==> config.mk <==
export PLATFORM = sky130hd
export DESIGN_NAME = miss_fill_engine
export DESIGN_NICKNAME = d
export VERILOG_FILES = /design/src/rtl/miss_fill_engine.sv
export SDC_FILE = /design/constraint.sdc
export NUM_CORES = 1
export LEC_CHECK = 0
export BUFFER_PORTS_ARGS = -buffer_cell sky130_fd_sc_hd__buf_4
export CAP_MARGIN = 5
export CORE_ASPECT_RATIO = 2
export CORE_MARGIN = 4
export CORE_UTILIZATION = 46
export DETAILED_ROUTE_END_ITERATION = 12
export PLACE_DENSITY = 0.85
export SETUP_SLACK_MARGIN = 0.15
export SYNTH_ARGS = -nofsm -noshare
export SYNTH_HDL_FRONTEND = slang
export SYNTH_SLANG_ARGS = --single-unit
==> constraint.sdc <==
create_clock -name clk -period 3.6 [get_ports clk]
set_input_delay 0.36 -clock clk [delete_from_list [all_inputs] [get_ports clk]]
set_output_delay 0.36 -clock clk [all_outputs]
set_load 0.02 [all_outputs]
==> src/rtl/miss_fill_engine.sv <==
// Miss fill engine: accepts one registered miss, picks a victim way, bursts the
// block in from memory into the data array, forwards the missed word to the core
// and finally commits the tag and status arrays.
module miss_fill_engine #(
    parameter int unsigned TAG_W    = 8,
    parameter int unsigned SET_W    = 4,
    parameter int unsigned OFF_W    = 4,
    parameter int unsigned WORD_W   = 20,
    parameter int unsigned NUM_WAYS = 4,
    parameter int unsigned CWF      = 0
) (
    input  logic                         clk,
    input  logic                         rst,
    // miss request from the compare stage
    input  logic                         i_miss_valid,
    output logic                         o_miss_ready,
    input  logic [TAG_W-1:0]             i_miss_tag,
    input  logic [SET_W-1:0]             i_miss_set,
    input  logic [OFF_W-1:0]             i_miss_offset,
    input  logic [NUM_WAYS-1:0]          i_status_valid,
    // memory interface
    output logic [TAG_W+SET_W+OFF_W-1:0] o_mem_req_addr,
    output logic                         o_mem_req_valid,
    input  logic                         i_mem_req_ready,
    input  logic [WORD_W-1:0]            i_mem_data,
    input  logic                         i_mem_data_valid,
    output logic                         o_mem_data_ready,
    // data array write port
    output logic [SET_W+OFF_W-1:0]       o_da_addr,
    output logic [WORD_W-1:0]            o_da_data,
    output logic [NUM_WAYS-1:0]          o_da_way_mask,
    output logic                         o_da_valid,
    input  logic                         i_da_halt,
    // tag array write port
    output logic [SET_W-1:0]             o_ta_addr,
    output logic [TAG_W-1:0]             o_ta_data,
    output logic [NUM_WAYS-1:0]          o_ta_way_mask,
    output logic                         o_ta_valid,
    input  logic                         i_ta_halt,
    // status array write port
    output logic [SET_W-1:0]             o_sa_addr,
    output logic [NUM_WAYS-1:0]          o_sa_way_mask,
    output logic                         o_sa_valid,
    input  logic                         i_sa_halt,
    // core forwarding and status
    output logic [WORD_W-1:0]            o_word,
    output logic                         o_word_valid,
    output logic                         o_miss_state,
    output logic                         o_done
);

    localparam int unsigned WAY_W = (NUM_WAYS > 1) ? $clog2(NUM_WAYS) : 1;

    typedef enum logic [2:0] {
        StIdle,
        StReq,
        StFill,
        StUpdate,
        StDone
    } state_e;

    state_e state_q, state_d;

    logic [TAG_W-1:0]    tag_q;
    logic [SET_W-1:0]    set_q;
    logic [OFF_W-1:0]    off_q;
    logic [WAY_W-1:0]    victim_q;
    logic [WAY_W-1:0]    rr_q;
    logic [OFF_W-1:0]    beat_q;
    logic [WORD_W-1:0]   word_q;
    logic                word_valid_q;

    logic                free_found;
    logic [WAY_W-1:0]    free_idx;
    logic                accept_miss;
    logic                beat_fire;
    logic                last_beat;
    logic [OFF_W-1:0]    start_off;
    logic [OFF_W-1:0]    beat_off;
    logic [NUM_WAYS-1:0] victim_mask;

    // Lowest-index invalid way in the missed set, if any.
    always_comb begin
        free_found = 1'b0;
        free_idx   = '0;
        for (int i = NUM_WAYS - 1; i >= 0; i--) begin
            if (!i_status_valid[i]) begin
                free_found = 1'b1;
                free_idx   = WAY_W'(i);
            end
        end
    end

    assign accept_miss = (state_q == StIdle) && i_miss_valid && !rst;
    assign beat_fire   = (state_q == StFill) && i_mem_data_valid && !i_da_halt && !rst;
    assign last_beat   = (beat_q == {OFF_W{1'b1}});
    assign start_off   = (CWF != 0) ? off_q : {OFF_W{1'b0}};
    // Offset arithmetic wraps in OFF_W bits, giving the critical-word-first rotation.
    assign beat_off    = start_off + beat_q;
    assign victim_mask = NUM_WAYS'(1) << victim_q;

    // State register.
    always_ff @(posedge clk) begin
        if (rst) begin
            state_q <= StIdle;
        end else begin
            state_q <= state_d;
        end
    end

    // Miss capture, victim selection, beat counting and word forwarding.
    always_ff @(posedge clk) begin
        if (rst) begin
            tag_q        <= '0;
            set_q        <= '0;
            off_q        <= '0;
            victim_q     <= '0;
            rr_q         <= '0;
            beat_q       <= '0;
            word_q       <= '0;
            word_valid_q <= 1'b0;
        end else begin
            if (accept_miss) begin
                tag_q    <= i_miss_tag;
                set_q    <= i_miss_set;
                off_q    <= i_miss_offset;
                victim_q <= free_found ? free_idx : rr_q;
                // Pointer only advances when a valid way is actually evicted.
                if (!free_found) begin
                    rr_q <= rr_q + WAY_W'(1);
                end
            end
            if ((state_q == StReq) && i_mem_req_ready) begin
                beat_q <= '0;
            end else if (beat_fire) begin
                beat_q <= beat_q + OFF_W'(1);
            end
            word_valid_q <= beat_fire && (beat_off == off_q);
            if (beat_fire && (beat_off == off_q)) begin
                word_q <= i_mem_data;
            end
        end
    end

    // Next-state and handshake outputs.
    always_comb begin
        state_d          = state_q;
        o_miss_ready     = 1'b0;
        o_mem_req_valid  = 1'b0;
        o_mem_data_ready = 1'b0;
        o_da_valid       = 1'b0;
        o_ta_valid       = 1'b0;
        o_sa_valid       = 1'b0;
        o_done           = 1'b0;
        unique case (state_q)
            StIdle: begin
                o_miss_ready = 1'b1;
                if (i_miss_valid) begin
                    state_d = StReq;
                end
            end
            StReq: begin
                o_mem_req_valid = 1'b1;
                if (i_mem_req_ready) begin
                    state_d = StFill;
                end
            end
            StFill: begin
                o_mem_data_ready = !i_da_halt;
                o_da_valid       = i_mem_data_valid;
                if (beat_fire && last_beat) begin
                    state_d = StUpdate;
                end
            end
            StUpdate: begin
                o_ta_valid = 1'b1;
                o_sa_valid = 1'b1;
                // Tag and status commit together or not at all.
                if (!i_ta_halt && !i_sa_halt) begin
                    state_d = StDone;
                end
            end
            StDone: begin
                o_done  = 1'b1;
                state_d = StIdle;
            end
            default: begin
                state_d = StIdle;
            end
        endcase
        // Reset aborts any fill in flight and silences every request.
        if (rst) begin
            state_d          = StIdle;
            o_miss_ready     = 1'b0;
            o_mem_req_valid  = 1'b0;
            o_mem_data_ready = 1'b0;
            o_da_valid       = 1'b0;
            o_ta_valid       = 1'b0;
            o_sa_valid       = 1'b0;
            o_done           = 1'b0;
        end
    end

    assign o_mem_req_addr = {tag_q, set_q, start_off};
    assign o_da_addr      = {set_q, beat_off};
    assign o_da_data      = i_mem_data;
    assign o_da_way_mask  = victim_mask;
    assign o_ta_addr      = set_q;
    assign o_ta_data      = tag_q;
    assign o_ta_way_mask  = victim_mask;
    assign o_sa_addr      = set_q;
    assign o_sa_way_mask  = victim_mask;
    assign o_word         = word_q;
    assign o_word_valid   = word_valid_q && !rst;
    assign o_miss_state   = (state_q != StIdle);

endmodule
Word-level counts from Yosys, hierarchy flattened
Cells that the tools add are included.
- word-level logic and storage cells: 68
- output and inout port bits: 101
- flip-flop bits (word level): 48
- input port bits: 48
- mux-type cells: 26
- $add $sub $neg: 2
- bitwise gates (word level): 1
- equality and inequality tests: 10
- shifts and indexed selects: 1
- reductions and logical operators: 19
- operators with widths (kind ; count):
    $mux W1 ; 16
    $mux W3 ; 4
    $pmux W3 S4 ; 1
    $logic_and A1 B1 Y1 ; 10
    $mux W2 ; 5
    $eq A3 B2 Y1 const B ; 2
    $ne A2 B2 Y1 const B ; 3
    $add A4 B1 Y4 const B ; 1
    $eq A4 B4 Y1 ; 1
    $eq A4 B4 Y1 const B ; 1
    $logic_not A1 Y1 ; 4
    $reduce_and A4 Y1 ; 1
    $shl A1 B2 Y4 const A ; 1
    $eq A3 B1 Y1 const B ; 1
    $eq A3 B3 Y1 const B ; 1
    $logic_not A3 Y1 ; 1
    $reduce_bool A3 Y1 ; 1
    $add A2 B1 Y2 const B ; 1
    $ne A2 B1 Y1 const B ; 1
    $reduce_and A2 Y1 ; 1
    $reduce_or A2 Y1 ; 1
    $not A1 Y1 ; 1

Depth between registers and ports, before layout
Gate-level depths: netlist of the first run.
- depth after elaboration: 7
- depth in mapped cells: 6

Worst setup path before layout of the first run
OpenSTA, ideal clock, no wires.
- path type: reg2reg
- start: reg state_q[0]
- end: reg tag_q[1] (netlist: o_ta_data[1])
- slack: 1.820 ns
- stages on the path, launching flop included: 6
- clock period less this slack: 1.780 ns
- data arrival time: 1.647 ns
- library setup time: 0.132 ns
- buffers on the path: 1
- cell sequence: dfxtp_1 > nor4_2 > nand2_1 > clkbuf_1 > nand2_1 > a21oi_1
- longest elaborated chain between the ends: 3
- RTL lines (item ; RTL line ; RTL):
    start, declared ; 62 ; state_e state_q, state_d;
    start signal, assigned ; 105 ; state_q <= StIdle;
    start signal, assigned ; 107 ; state_q <= state_d;
    $logic_not A3 Y1 ; 94 ; assign accept_miss = (state_q == StIdle) && i_miss_valid && !rst;
    $logic_and A1 B1 Y1 (2 in series) ; 94 ;
    end signal, assigned ; 124 ; tag_q <= i_miss_tag;
    end, declared ; 64 ; logic [TAG_W-1:0] tag_q;
Every way passes these cells.
A chain may end at the register's enable or synchronous reset.

Worst setup path in the final report of the first run
- start: reg state_q[1]
- end: reg word_q[0] (netlist: o_word[0])
- longest elaborated chain between the ends: 5
- RTL lines (item ; RTL line ; RTL):
    $eq A3 B2 Y1 ; 95 ; assign beat_fire = (state_q == StFill) && i_mem_data_valid && !i_da_halt && !rst;
    $logic_and A1 B1 Y1 (3 in series) ; 95 ;
    $logic_and A1 B1 Y1 ; 139 ; if (beat_fire && (beat_off == off_q)) begin
    end signal, assigned ; 140 ; word_q <= i_mem_data;
    end, declared ; 70 ; logic [WORD_W-1:0] word_q;
Every way passes these cells.

==> results of run 1 <==
[metal layers]
layer,vias to the layer above,GRT usage (%),wire length (um)
li1,1112,-,-
met1,1029,18.21,2140
met2,89,34.40,3501
met3,11,4.444,480
met4,0,6.657,95
met5,-,0,0
[worst max-delay path, cell delays in order, from the launching register on]
cell and delay (ps):
dfxtp_1 540, nor4b_1 430, nand2_1 540, o21ai_1 290, a21oi_1 100
[registers in the layout (all words and copies together), names as in the netlist]
signal	count
off_q	4
o_ta_data	8
word_valid_q	1
o_word	20
state_q	3
o_sa_addr	4
victim_q	2
rr_q	2
beat_q	4
[stage by stage]
stage / total power [mW] / std cells
after global placement: 0.8173 / 435
after floorplan: 0.7410 / 304
after global routing: 1.196 / 442
after detailed placement: 0.8225 / 435
after CTS: 1.158 / 442
final: 1.148 / 442
[path summary, 6_finish.rpt]
check | startpoint | slack, ps | endpoint | cells after the start
setup / recovery | state_q[1] | 1560 | o_word[0] | 4
hold / removal | i_miss_offset[1] | 310 | off_q[1] | 3
setup reg to reg | state_q[1] | 1560 | o_word[0] | 4
hold reg to reg | o_ta_data[7] | 480 | o_ta_data[7] | 2
[cell type report]
cell class	count	share of cell area, %
clock buffer	7	3.022
tap	58	2.276
timing repair buffer	144	33.91
inverter	1	0.1177
sequential	48	30.14
multi-input combinational	184	30.53
[cell families after synthesis]
| kind of cell | synth area share (%) |
|---|---|
| AND/OR/NAND/NOR | 21.58 |
| buffers and inverters | 20.28 |
| AO/OA/AOI/OAI | 14.37 |
| flip-flops | 39.83 |
| XOR/XNOR | 3.268 |
| adder cells (fa/ha/maj) | 0.5186 |
| other | 0.1555 |
[power by group through the flow]
stage	clock network [mW]	logic, mW	registers (mW)
floorplan	0	0.164	0.577
global placement	0	0.245	0.572
detailed placement	0	0.249	0.573
CTS	0.347	0.250	0.561
global route	0.366	0.266	0.564
finish	0.340	0.247	0.561
[cells in the mapped netlist (all sizes together)]
cell	number	area [um^2]
a21o	1	7.510
nor4	1	12.51
and4	2	17.52
buf	59	440.4
dfxtp	48	960.9
and2	4	25.02
nor2	13	56.30
or3	1	6.260
o2111ai	1	8.760
or4b	1	13.76
clkbuf	12	45.04
nand3	24	120.1
o31ai	1	7.510
ha	1	12.51
inv	1	3.750
a21boi	1	7.510
nand4	2	12.51
nor3	1	10.01
conb	1	3.750
o21bai	1	7.510
xor2	3	26.28
o21ai	21	105.1
nor4b	3	26.28
a21oi	39	195.2
and3	1	6.260
nand2	43	161.4
xnor2	6	52.55
a211oi	1	7.510
nand4b	1	8.760
nand2b	1	6.260
nor2b	6	37.54
[cells in the final DEF (no fill, tap or decap), types with 4 or more instances in the layout]
| cell type | instances |
|---|---|
| clkbuf_8 | 7 |
| nand3_1 | 24 |
| nor2b_1 | 6 |
| a21oi_1 | 39 |
| nor2_1 | 12 |
| and2_1 | 4 |
| buf_4 | 144 |
| o21ai_1 | 20 |
| conb_1 | 4 |
| xnor2_1 | 6 |
| dfxtp_1 | 48 |
| nand2_1 | 43 |
==> flow_summary.yaml, run 1 <==
final_layout:
  syn_to_final_growth_pct: 32.16
  postLayoutCoreUtil_pct: 62.04
  fin_nets: 433
  finalInstanceArea_um2: 3188
  fillCellCount: 483
  diodes: 0
  final_layout_size_suffix_gt1_share_pct: 40.36
  multi_input_area_um2: 973.4
  seq_area_um2: 960.9
pwr:
  powerDensity_nw_per_um2: 360.0
  power_frac_seq_pct: 48.9
  irDropWorstVdd_v: 0.0003234
  switching_power_uw: 329.3
  pwr-share-clk_pct: 29.6
  cellLeakagePower_nw: 1.424
  p_int_uw: 818.3
  combinationalPowerShare_pct: 21.5
  switching_share_pct: 28.69
sta:
  setup_viol_count_final: 0
  post-route-min-period_ps: 2037
  layout_setup_ws_ps: 1563
  rsz0062_at_grt: "false"
  min_period_over_period_pct: 56.60
  max_freq_mhz: 490.8
  tightest_slew_ps: 891.3
  fin_tns_setup_ps: 0
  slew_viol_final: 0
  fin_hold_ws_ps: 308.7
  finalClockSkew_ps: 3.514
  hold_violations: 0
  relSlewSlack_pct: 40.40
global_routing:
  gr-total-overflow: 0
  grt_pass1_vias: 2133
  antenna_found_initial: 0
  grtUsageTotal_pct: 18.38
  grt_pass1_wl_um: 9632
  grt_max_degree: 49
die:
  start_util_pct: 46.94
  pin_count: 149
  die_w_um: 59.21
  dieArea_um2: 6537
  die_h_um: 110.4
  num_rows: 37
  core_area_um2: 5139
hold_path:
  worstHoldPathType: "primary input to flip-flop"
worst_setup_path:
  endpoint_kind: "flip-flop"
  worst_ep_arrival_time_ps: 2200
  crit_type: "flip-flop to flip-flop"
  crit_fanout: 22
  cp.required_ps: 3760
  crit_path_start_kind: "flip-flop"
clock_tree:
  cts_buffers: 5
  hold_buffers: 0
  insertion_delay_ps: 290
  h-tree-depth: 2
  cts_sinks: 48
  clock_path_buffers: 2
  cts_tree: "yes"
  cts_setup_buffers: 0
  clock-root-buffer: "clkbuf_8"
  clk_pin_slew_ps: 80
  cts_repair_resize_count: 0
placed_design:
  place_area_um2: 3092
  hpwlAfterDp_um: 4682
  gp_congestion: 0.7657
  portBuffers: 144
  pre_cts_ws_ps: 1441
logic_synthesis:
  syn_inst: 301
  netlist_area_um2: 2412
  ys_warn_count: 0
  synth.avg_cell_area_um2: 8.014
  ys_seq_area_share_pct: 39.83
  synthDistinctLibCells: 35
  synth_seq_cells: 48
route:
  drc: 0
  antenna_left: 0
  via_count: 2241
  vias_per_cell: 5.070
  drtPass1Iterations: 4
  wirelength_um: 6218
  wl_per_cell_um: 14.07
  first_iter_violations: 67
outcome:
  status: "complete, no violations"
run:
  cap_viol_max_count: 0
(Power assumes the default switching activity.)
==> inputs of run 2 (changes only) <==
--- a/config.mk
+++ b/config.mk
@@ -9,9 +9,9 @@
 export CAP_MARGIN = 5
 export CORE_ASPECT_RATIO = 2
 export CORE_MARGIN = 4
-export CORE_UTILIZATION = 46
+export CORE_UTILIZATION = 43
 export DETAILED_ROUTE_END_ITERATION = 12
-export PLACE_DENSITY = 0.85
+export PLACE_DENSITY = 0.8
 export SETUP_SLACK_MARGIN = 0.15
 export SYNTH_ARGS = -nofsm -noshare
 export SYNTH_HDL_FRONTEND = slang
==> constraint.sdc (replaced) <==
create_clock -name clk -period 1.9 [get_ports clk]
set_input_delay 0.19 -clock clk [delete_from_list [all_inputs] [get_ports clk]]
set_output_delay 0.19 -clock clk [all_outputs]
set_load 0.02 [all_outputs]
==> run 2 against run 1 <==
Compared with the run above:
- die area rose by 6.2%
- worst hold slack got worse by 170 ps
- total power rose by 98%
- clock skew rose by 1.3 ps
- global-route usage fell by 0.51 points
- count of clock-buffer cells in the layout fell by 1
- sequential cell count did not move
- critical path depth fell by 1
- first-iteration DRC count rose by 9.0%
- via count rose by 0.58%
- critical path type is now flip-flop to output pin
- critical endpoint is now o_mem_data_ready
==> flow_summary.yaml, run 2 (same netlist as run 1, synthesis figures left out) <==
outcome:
  status: "complete, no violations"
sta:
  rsz0062_at_grt: "false"
  max_freq_mhz: 582.4
  finalClockSkew_ps: 4.773
  fin_hold_ws_ps: 139.1
  fin_tns_setup_ps: 0
  hold_violations: 0
  min_period_over_period_pct: 90.36
  post-route-min-period_ps: 1717
  slew_viol_final: 0
  setup_viol_count_final: 0
  layout_setup_ws_ps: 183.1
route:
  via_count: 2254
  wirelength_um: 6236
  vias_per_cell: 4.943
  antenna_left: 0
  first_iter_violations: 73
  drc: 0
  drtPass1Iterations: 4
  wl_per_cell_um: 13.68
placed_design:
  pre_cts_ws_ps: 242.8
  post-place-cells: 447
  place_area_um2: 3191
  hpwlAfterDp_um: 4879
  portBuffers: 144
  gp_congestion: 0.7361
die:
  core_area_um2: 5420
  start_util_pct: 44.51
  pin_count: 149
  dieArea_um2: 6945
  die_w_um: 60.96
  die_h_um: 113.9
  num_rows: 38
final_layout:
  layout_commonest_cell: "buf_4"
  final_cell_mix: "153 x buf_4, 46 x dfxtp_1, 43 x nand2_1, 39 x a21oi_1, 24 x nand3_1"
  fin_nets: 444
  diodes: 0
  postLayoutCoreUtil_pct: 61.20
  finalNonFillerCells: 456
  finalInstanceArea_um2: 3317
  final_layout_size_suffix_gt1_share_pct: 42.93
  largest_register_ffs: 20
  syn_to_final_growth_pct: 37.50
clock_tree:
  insertion_delay_ps: 290
  cts_sinks: 48
  cts_buffers: 5
  clk_pin_slew_ps: 80
  hold_buffers: 0
  h-tree-depth: 2
  clock-root-buffer: "clkbuf_8"
  clock_path_buffers: 2
  cts_tree: "yes"
pwr:
  irDropWorstVdd_v: 0.0006540
  p_total_mw: 2.272
  powerDensity_nw_per_um2: 685.1
  cellLeakagePower_nw: 1.489
worst_setup_path:
  r2r_start: "state_q[0]"
  crit_fanout: 7
  crit_path_start_kind: "flip-flop"
  crit_path_start: "state_q[0]"
  crit_type: "flip-flop to output pin"
  worst_ep_arrival_time_ps: 1530
  reg2reg_depth: 5
  cp.required_ps: 1710
  endpoint_kind: "output pin"
hold_path:
  hp-start: "i_miss_tag[2]"
  whs_path_depth: 3
  worstHoldPathType: "primary input to flip-flop"
run:
  cap_viol_max_count: 0
global_routing:
  grt_pass1_wl_um: 9735
  antenna_found_initial: 0
  grt_max_degree: 23
  grtUsageTotal_pct: 17.87
  grt_pass1_vias: 2192
  gr-total-overflow: 0
-- run 2: layer usage --
| layer | vias to the layer above | global-route usage [%] | part of all wire, % |
|---|---|---|---|
| li1 | 1138 | - | - |
| met1 | 1025 | 18.33 | 32 |
| met2 | 85 | 34.02 | 58 |
| met3 | 6 | 3.511 | 8.2 |
| met4 | 0 | 5.644 | 1.2 |
| met5 | - | 0 | 0 |
-- run 2: repair_timing --
item,in CTS,in global routing
buffers inserted,0,1
gates resized for setup,4,1
setup endpoints to repair,2,2
-- run 2: worst max-delay path: stages (launching register included) --
cell	delay (ps)
dfxtp_4	380
or4b_4	580
nor2_2	120
buf_4	150
-- run 2: final timing paths --
check | end | slack, ps
min reg2reg | o_ta_data[4] | 470
min | o_ta_data[2] | 140
max | o_mem_data_ready | 180
max reg2reg | beat_q[0] | 330
-- run 2: final cells by class --
class                   count  area (um^2)
inverters                   1        3.754
clock inverters             2        35.03
fillers                   493         2103
multi-input cells         184        991.0
flip-flops and latches     48        965.9
clock buffers               6        72.57
well taps                  60        75.07
repair buffers            155         1174
-- run 2: power breakdown --
group | leakage (nW) | internal (mW) | switching, mW | total [mW]
logic | 1.04 | 0.219 | 0.285 | 0.503
registers | 0.390 | 1.03 | 0.0257 | 1.06
clock network | 0.0552 | 0.391 | 0.320 | 0.711
